[config.mk]
export PLATFORM = sky130hd
export DESIGN_NAME = seg_scan_bcd
export DESIGN_NICKNAME = d
export VERILOG_FILES = /design/src/rtl/seg_scan_bcd.sv
export SDC_FILE = /design/constraint.sdc
export NUM_CORES = 1
export LEC_CHECK = 0
export ABC_AREA = 1
export BUFFER_PORTS_ARGS = -buffer_cell sky130_fd_sc_hd__buf_2
export CORE_MARGIN = 2
export CORE_UTILIZATION = 25
export CTS_BUF_LIST = sky130_fd_sc_hd__clkbuf_4 sky130_fd_sc_hd__clkbuf_8 sky130_fd_sc_hd__clkbuf_16
export CTS_CLUSTER_DIAMETER = 100
export DETAILED_ROUTE_END_ITERATION = 12
export PLACE_DENSITY = 0.53
export RECOVER_POWER = 50
export SYNTH_ARGS = -nofsm -noshare
export SYNTH_HDL_FRONTEND = slang
export SYNTH_SLANG_ARGS = --single-unit
[constraint.sdc]
create_clock -name clk -period 1.3 [get_ports clk]
set_input_delay 0 -clock clk [delete_from_list [all_inputs] [get_ports clk]]
set_output_delay 0 -clock clk [all_outputs]
set_load 0.01 [all_outputs]
[src/rtl/seg_scan_bcd.sv]
// Three-digit multiplexed 7-segment driver for a packed BCD value.
// Scans ones/tens/hundreds with optional leading-zero blanking.
module seg_scan_bcd #(
    parameter int SCAN_DIV = 50000,
    parameter bit LZB      = 1'b1
) (
    input  logic       clk,
    input  logic       rst,
    input  logic [9:0] bcd_in,
    input  logic       din_vld,
    output logic [7:0] seg,
    output logic [2:0] sel,
    output logic       err,
    output logic       frame_tick
);

    typedef enum logic [1:0] {
        ONES = 2'd0,
        TENS = 2'd1,
        HUND = 2'd2
    } idx_t;

    logic [9:0]  bcd_reg;
    logic [15:0] cnt;
    idx_t        idx;
    logic        adv;
    logic [1:0]  hund;
    logic [3:0]  tens;
    logic [3:0]  ones;
    logic        bad;
    logic [7:0]  seg_d;
    logic [2:0]  sel_d;

    function automatic logic [7:0] dec(input logic [3:0] d);
        logic [7:0] s;
        case (d)
            4'd0:    s = 8'hC0;
            4'd1:    s = 8'hF9;
            4'd2:    s = 8'hA4;
            4'd3:    s = 8'hB0;
            4'd4:    s = 8'h99;
            4'd5:    s = 8'h92;
            4'd6:    s = 8'h82;
            4'd7:    s = 8'hF8;
            4'd8:    s = 8'h80;
            4'd9:    s = 8'h90;
            default: s = 8'hFF;
        endcase
        return s;
    endfunction

    assign adv  = (cnt == 16'(SCAN_DIV - 1));
    assign hund = bcd_reg[9:8];
    assign tens = bcd_reg[7:4];
    assign ones = bcd_reg[3:0];
    assign bad  = (ones > 4'd9) || (tens > 4'd9) || (hund == 2'd3);

    // Blanking of a leading zero only applies when the digits above it are zero too.
    always_comb begin
        seg_d = 8'hFF;
        sel_d = 3'b111;
        case (idx)
            ONES: begin
                seg_d = dec(ones);
                sel_d = 3'b110;
            end
            TENS: begin
                seg_d = (LZB && hund == 2'd0 && tens == 4'd0) ? 8'hFF : dec(tens);
                sel_d = 3'b101;
            end
            HUND: begin
                seg_d = ((LZB && hund == 2'd0) || hund == 2'd3)
                        ? 8'hFF : dec({2'b00, hund});
                sel_d = 3'b011;
            end
            default: begin
                seg_d = 8'hFF;
                sel_d = 3'b111;
            end
        endcase
    end

    always_ff @(posedge clk or posedge rst) begin
        if (rst) begin
            bcd_reg    <= '0;
            cnt        <= '0;
            idx        <= ONES;
            seg        <= 8'hFF;
            sel        <= 3'b111;
            err        <= 1'b0;
            frame_tick <= 1'b0;
        end else begin
            if (din_vld)
                bcd_reg <= bcd_in;
            cnt        <= adv ? '0 : cnt + 16'd1;
            frame_tick <= adv && (idx == HUND);
            if (adv) begin
                case (idx)
                    ONES:    idx <= TENS;
                    TENS:    idx <= HUND;
                    default: idx <= ONES;
                endcase
            end
            seg <= seg_d;
            sel <= sel_d;
            err <= bad;
        end
    end

endmodule
==> key figures, run 1 <==
Placed design
  – Placed cell area: approximately 2600 um^2
  – GPL Wtd Cong: 0.818
  – Pre-CTS WS: -0.0212 ns
  – Post-DP HPWL: 3550 um
  – PortBufs: 24

Synth
  – Area contributors post-synth: dfrtp_1 34%, dfstp_2 12%, nand2_1 9.6%
  – Synth Register Bits: 40
  – Netlist cell types: 26
  – Synth warn: 0
  – Post-synthesis sequential area ratio: 45.6%
  – Syn Inst Count: around 270
  – Post-synth EDFFs: 0
  – Synthesized area per cell: 8.17 um^2
  – Leading area contributor after synthesis: dfrtp_1
  – Ys flop type: dfrtp_1
  – Post-synth top area share: roughly 34%
  – Post-synth ARST share: 100%
  – Post-Syn Area: between 2000 and 2500 um^2
  – Syn nets: about 300

Final layout
  – Number of fill cells: approximately 900
  – Diode count: 0
  – Commonest non-fill, non-tap cell in the layout: nand2_1
  – Synthesis-to-finish area growth: 31.8%
  – Layout cells sized above 1: 32.3%
  – Max reg flops: 16
  – Fin area: 2930 um^2
  – Commonest non-fill, non-tap cells in the layout: 53 x nand2_1, 30 x inv_1, 28 x nor2_1
  – Nets: 359

Clock tree
  – Reg clk slew, reported paths: around 0.08 ns
  – Root buffer cell: clkbuf_8
  – Inserted Clock Buffers: 5
  – H-tree Lvls: 2
  – Largest buffer count on any clock path: 2
  – CTS tree: yes
  – Worst-skew pair later-pin latency: about 0.3 ns
  – Sink Count: 40

Min path
  – Worst hold stages: 3
  – Hold WC Path Type: primary input to register
  – Hold Crit Start: din_vld
  – Hold EP: bcd_reg[3]

Global route
  – Vias in the first global route: 1823
  – Total Routing Usage GR: 11.1%
  – First-pass GRT wire length: 8570 um
  – GRT overflow: 0
  – Initial antenna violation count: 0
  – Largest net degree at the start of global routing: 41

STA
  – Rel. slew slack: a little over 40%
  – Worst Skew: 0.00487 ns
  – Fin crit period: 1.29 ns
  – Max-slew violation count: 0
  – Least-Margin Pin Slew: 0.892 ns
  – Max Clock Freq: 776 MHz
  – Setup slack after layout: between 0.01 and 0.015 ns
  – Final hold violations: 0
  – RSZ-0062 raised after global routing: yes
  – Setup violations, final: 0
  – Fin Setup TNS: 0 ns
  – Final period util: 99.2%

Setup path
  – Reg2Reg Depth: 8
  – R2r endpoint: idx[1]
  – Required time of the critical path: about 1.5 ns
  – Arrival @ worst endpoint: around 1.5 ns
  – Reg-to-Reg Start: cnt[1]
  – CP max FO: 5
  – Crit. End Element: register
  – Reg-to-reg slack, setup: between 0.01 and 0.015 ns
  – Critical Path Start Type: register
  – WS Path Type: register to register

Pwr
  – Total power: 0.00269 W
  – VDD IR-drop max: 0.398 mV
  – Power Density: 920 nW/um^2
  – Pleak: 1.41 nW

Routing
  – First-pass DRT Iterations: 4
  – Met2 wire len: approximately 2600 um
  – Via count: 1870
  – Via/cell ratio: 4.26
  – Routed wire length: 5020 um
  – Drt initial violations: slightly above 60
  – Routed met1 length: 2250 um
  – Post-route ant nets: 0
  – Avg WL per Cell: 11.4 um
  – Routed wl met3: about 180 um
  – Post-route DRC: 0
  – Top routing layer used: met4

Floorplan
  – Floorplan core area: around 8700 um^2
  – Site Rows: 34
  – Ports: 26
  – DIE AREA: 9650 um^2
  – Die X: 98.3 um
  – Die span in y: 98.3 um
  – Initial Util: 25.6%

Status
  – Outcome: finished, final reports clean

Job
  – Max-cap violations: 0
[routing by layer]
layer / vias up / track usage [%]
met5: - / 0
met4: 0 / 2.53
met3: 5 / 3.72
met2: 33 / 19.4
met1: 865 / 13.4
li1: 967 / -
[worst max-delay path by stage]
stage              end  startpoint  slack (ns)  depth (start not counted)
2_1_floorplan   cnt[4]      cnt[0]        0.03                          8
3_3_place_gp    seg[4]  bcd_reg[0]       -0.01                          7
3_5_place_dp    seg[4]  bcd_reg[5]       -0.02                          7
4_1_cts        cnt[12]      cnt[1]       -0.02                          7
5_1_grt         idx[1]      cnt[1]       -0.09                          8
6_report        idx[1]      cnt[1]        0.01                          8
[area by class of cell]
| class | instances | area (um^2) | area share [%] |
|---|---|---|---|
| inverter | 35 | 131 | 4.49 |
| sequential | 40 | 1020 | 34.8 |
| clock buffer | 7 | 83.8 | 2.86 |
| multi-input combinational | 193 | 1170 | 40.1 |
| tap | 108 | 135 | 4.62 |
| timing repair buffer | 55 | 380 | 13.0 |
| clock inverter | 1 | 5.00 | 0.171 |
[through the flow]
step,hold slack [ns],instances,utilization (%)
6_report,0.0758,439,33.7
5_1_grt,0.0967,439,33.7
4_1_cts,0.0756,435,32.3
3_5_place_dp,0.175,414,29.5
3_3_place_gp,0.169,414,29.5
2_1_floorplan,0.117,272,-
[report_power, final]
group / leakage, nW / switching [W] / internal (W)
Combinational: 0.877 / 0.000246 / 0.000187
Clock: 0.0491 / 0.000450 / 0.000419
Sequential: 0.485 / 0.0000547 / 0.00134
[Yosys cell counts (2+ instances only)]
| master | instances |
|---|---|
| a21oi_1 | 10 |
| clkbuf_1 | 2 |
| clkbuf_2 | 2 |
| dfrtp_1 | 30 |
| dfstp_2 | 10 |
| ha_1 | 16 |
| inv_1 | 32 |
| inv_2 | 3 |
| nand2_1 | 57 |
| nand2_2 | 4 |
| nand3_1 | 14 |
| nand3b_1 | 4 |
| nor2_1 | 35 |
| nor2_2 | 4 |
| nor2_4 | 2 |
| nor3_1 | 2 |
| o21ai_0 | 25 |
| o21ai_1 | 3 |
| o21ai_2 | 2 |
| xor2_1 | 9 |
[critical path: stages (launching register included)]
cell and delay, ns:
dfrtp_1 0.40, ha_4 0.17, nand2_4 0.06, nor2_4 0.13, inv_2 0.06, nor2_4 0.14
nand2_4 0.11, nand2_2 0.07, o21ai_2 0.05
[kinds of logic (layout without fill, tap and decap cells)]
family	after synthesis	count (layout)	synth area share [%]
xor+xnor	9	9	3.55
fa+ha+maj	16	16	9.01
flops	40	40	45.6
simple gates	125	126	24.8
compound gates	41	41	9.75
other cells	1	1	0.169
buf+inv	40	98	7.04
[what timing repair did]
item                                   4_1_cts  5_1_grt
endpoints found under the hold margin       40        0
setup buffers                                1        4
hold buffers                                11        0
cloned                                       1        0
gates resized for setup                     12       35
pin swaps                                    5       11
setup endpoints to repair                    6       24
Power figures use the tool's default switching activity.
==> run 2, diff against run 1 <==
--- a/config.mk
+++ b/config.mk
@@ -5,14 +5,12 @@
 export SDC_FILE = /design/constraint.sdc
 export NUM_CORES = 1
 export LEC_CHECK = 0
-export ABC_AREA = 1
 export BUFFER_PORTS_ARGS = -buffer_cell sky130_fd_sc_hd__buf_2
 export CORE_MARGIN = 2
 export CORE_UTILIZATION = 25
 export CTS_BUF_LIST = sky130_fd_sc_hd__clkbuf_4 sky130_fd_sc_hd__clkbuf_8 sky130_fd_sc_hd__clkbuf_16
 export CTS_CLUSTER_DIAMETER = 100
 export DETAILED_ROUTE_END_ITERATION = 12
-export PLACE_DENSITY = 0.53
 export RECOVER_POWER = 50
 export SYNTH_ARGS = -nofsm -noshare
 export SYNTH_HDL_FRONTEND = slang
==> key figures, run 2 <==
Final layout
  – Layout cells sized above 1: between 50% and 60%
  – Commonest non-fill, non-tap cell in the layout: buf_4
  – Final Non-Filler Cells: 440
  – Diode count: 0
  – Commonest non-fill, non-tap cells in the layout: 58 x buf_4, 26 x nand2_1, 25 x dfrtp_1
  – Finished Core Util: 41.0%
  – Nets: 360
  – Max reg flops: 16
  – Synthesis-to-finish area growth: 62.1%

Synth
  – Syn nets: 255
  – Leading area contributor after synthesis: dfrtp_1
  – Area contributors post-synth: dfrtp_1 35%, dfstp_2 12%, ha_1 9.2%
  – Post-synth ARST share: 100%
  – Synthesized area per cell: 9.62 um^2
  – Post-synth EDFFs: 0
  – Post-synth top cells: 30 x dfrtp_1, 27 x nand2_1, 20 x nor2_1
  – Top-count cell post-synth: dfrtp_1
  – Post-synth top area share: between 30% and 40%
  – Synth warn: 0
  – Netlist cell types: 42
  – Post-synthesis sequential area ratio: ~47%
  – Post-Syn Area: 2170 um^2
  – Ys flop type: dfrtp_1
  – Synth Register Bits: 40
  – Syn Inst Count: between 200 and 250

Pwr
  – P_sw: 0.000847 W
  – Switch share: 27.8%
  – Power Density: 863 nW/um^2
  – Power Internal: 0.00220 W
  – Pleak: 1.53 nW
  – VDD IR-drop max: 0.427 mV
  – Flop pwr share: a little under half
  – Part of the power in combinational logic: 23.2%
  – Clock power share: 31.3%

Global route
  – Met3 usage: 2.95%
  – GR Util met1: 15.2%
  – Initial antenna violation count: 0
  – GRT Max-Usage Layer: met2
  – Largest net degree at the start of global routing: between 40 and 50
  – Total Routing Usage GR: about 12%
  – First-pass GRT wire length: roughly 9400 um
  – M2 GR Usage: a little over a fifth
  – Vias in the first global route: between 2000 and 2500
  – GRT overflow: 0

STA
  – Setup violations, final: 18
  – Least-Margin Pin Slew: around 0.54 ns
  – Final period util: 112%
  – Final hold violations: 0
  – Setup slack after layout: -0.161 ns
  – Worst Skew: 0.00623 ns
  – Fin crit period: 1.46 ns
  – Worst hold slack: 0.0755 ns
  – Rel. slew slack: 63.8%
  – Max Clock Freq: 685 MHz
  – Max-slew violation count: 0
  – RSZ-0062 raised after global routing: yes

Floorplan
  – Die X: 97.3 um
  – Floorplan core area: 8590 um^2
  – DIE AREA: ~9500 um^2
  – Die span in y: 97.3 um
  – Initial Util: 25.3%
  – Site Rows: 34
  – Ports: 26

Clock tree
  – Inserted Clock Buffers: 5
  – Root buffer cell: clkbuf_8
  – Worst-skew pair later-pin latency: roughly 0.29 ns
  – Sink Count: 40
  – Reg clk slew, reported paths: ~0.080 ns
  – Largest buffer count on any clock path: 2
  – H-tree Lvls: 2
  – CTS tree: yes

Placed design
  – GPL Wtd Cong: around 0.91
  – Post-DP HPWL: 3910 um
  – Pre-CTS WS: -0.153 ns
  – Placed Cells: 400
  – PortBufs: 24

Routing
  – Via count: 1979
  – Post-route ant nets: 0
  – First-pass DRT Iterations: 4
  – Post-route DRC: 0
  – Via/cell ratio: 4.50
  – Routed wire length: 5970 um
  – Drt initial violations: 54
  – Avg WL per Cell: 13.6 um

Setup path
  – Arrival @ worst endpoint: around 1.7 ns
  – Required time of the critical path: around 1.5 ns
  – CP max FO: 3
  – Crit. End Element: register
  – Critical Path Start Type: register
  – WS Path Type: register to register

Status
  – Failing checks: setup timing
  – Outcome: finished with violations

Job
  – Max-cap violations: 0

Min path
  – Hold WC Path Type: primary input to register
## run 2: cell count changes after synthesis, sizes merged, moves of 5 or more
cell   previous run  this run
xor2              9         4
nand3            14         8
o21ai            30        19
nand2            62        28
inv              35        14
xnor2             0         8
nor2             41        20
## run 2: area by class of cell
cell class / count / area (um^2)
clock buffer: 8 / 104
sequential: 40 / 1020
inverter: 14 / 60.1
tap: 108 / 135
fill: 847 / 5070
multi-input combinational: 164 / 1380
timing repair buffer: 106 / 826
## run 2: final timing paths
| path | from | to | slack, ns | depth (start not counted) |
|---|---|---|---|---|
| max in group asynchronous | rst | cnt[11] | 0.49 | 4 |
| min in group asynchronous | rst | err | 0.41 | 4 |
| min reg2reg | cnt[11] | cnt[11] | 0.54 | 1 |
| min | din_vld | bcd_reg[8] | 0.08 | 3 |
| max reg2reg | cnt[1] | cnt[15] | -0.16 | 4 |
| max | cnt[1] | cnt[15] | -0.16 | 4 |
## run 2: through the flow
stage	area (um^2)	power, W	TNS (ns)
final	3530	0.00304	-1.50
after global placement	2820	0.00189	-0.832
after CTS	3190	0.00292	-0.667
after global routing	3530	0.00320	-2.68
after floorplan	2230	0.00168	-0.268
after detailed placement	2820	0.00190	-1.44
## run 2: cells by family (layout without fill, tap and decap cells)
| kind of cell | count (synthesis) | after routing | synth area share, % |
|---|---|---|---|
| muxes | 5 | 5 | 2.42 |
| AOI/OAI and AO/OA | 46 | 46 | 12.7 |
| buffers and inverters | 22 | 128 | 4.37 |
| and+or+nand+nor | 84 | 84 | 19.7 |
| DFF | 40 | 40 | 46.6 |
| other | 1 | 1 | 0.172 |
| xor gates and xnor gates | 12 | 12 | 4.83 |
| adders and majority gates | 16 | 16 | 9.21 |
## run 2: worst max-delay path, stage by stage, from the launching register on
cell and delay [ns]:
dfrtp_1 0.44, and4_4 0.28, nand2b_4 0.06, or4_4 0.51
a21oi_2 0.12
## run 2: power by group through the flow
stage	clock (W)	combinational [W]	sequential, W
finish	0.000953	0.000707	0.00138
global placement	0	0.000490	0.00140
floorplan	0	0.000250	0.00143
detailed placement	0	0.000499	0.00140
CTS	0.000974	0.000568	0.00138
global route	0.00103	0.000774	0.00139
## run 2: metal layers
metal	wire length (um)	share of wire, %
met1	2570	43
met2	3110	52
met3	196	3.3
met4	93	1.6
met5	0	0
## run 2: what timing repair did
action	4_1_cts	5_1_grt
pin swaps	20	26
setup endpoints to repair	23	23
hold buffers	11	0
buffers inserted	3	19
resized for setup	36	45
gates cloned	0	0
endpoints found under the hold margin	45	0
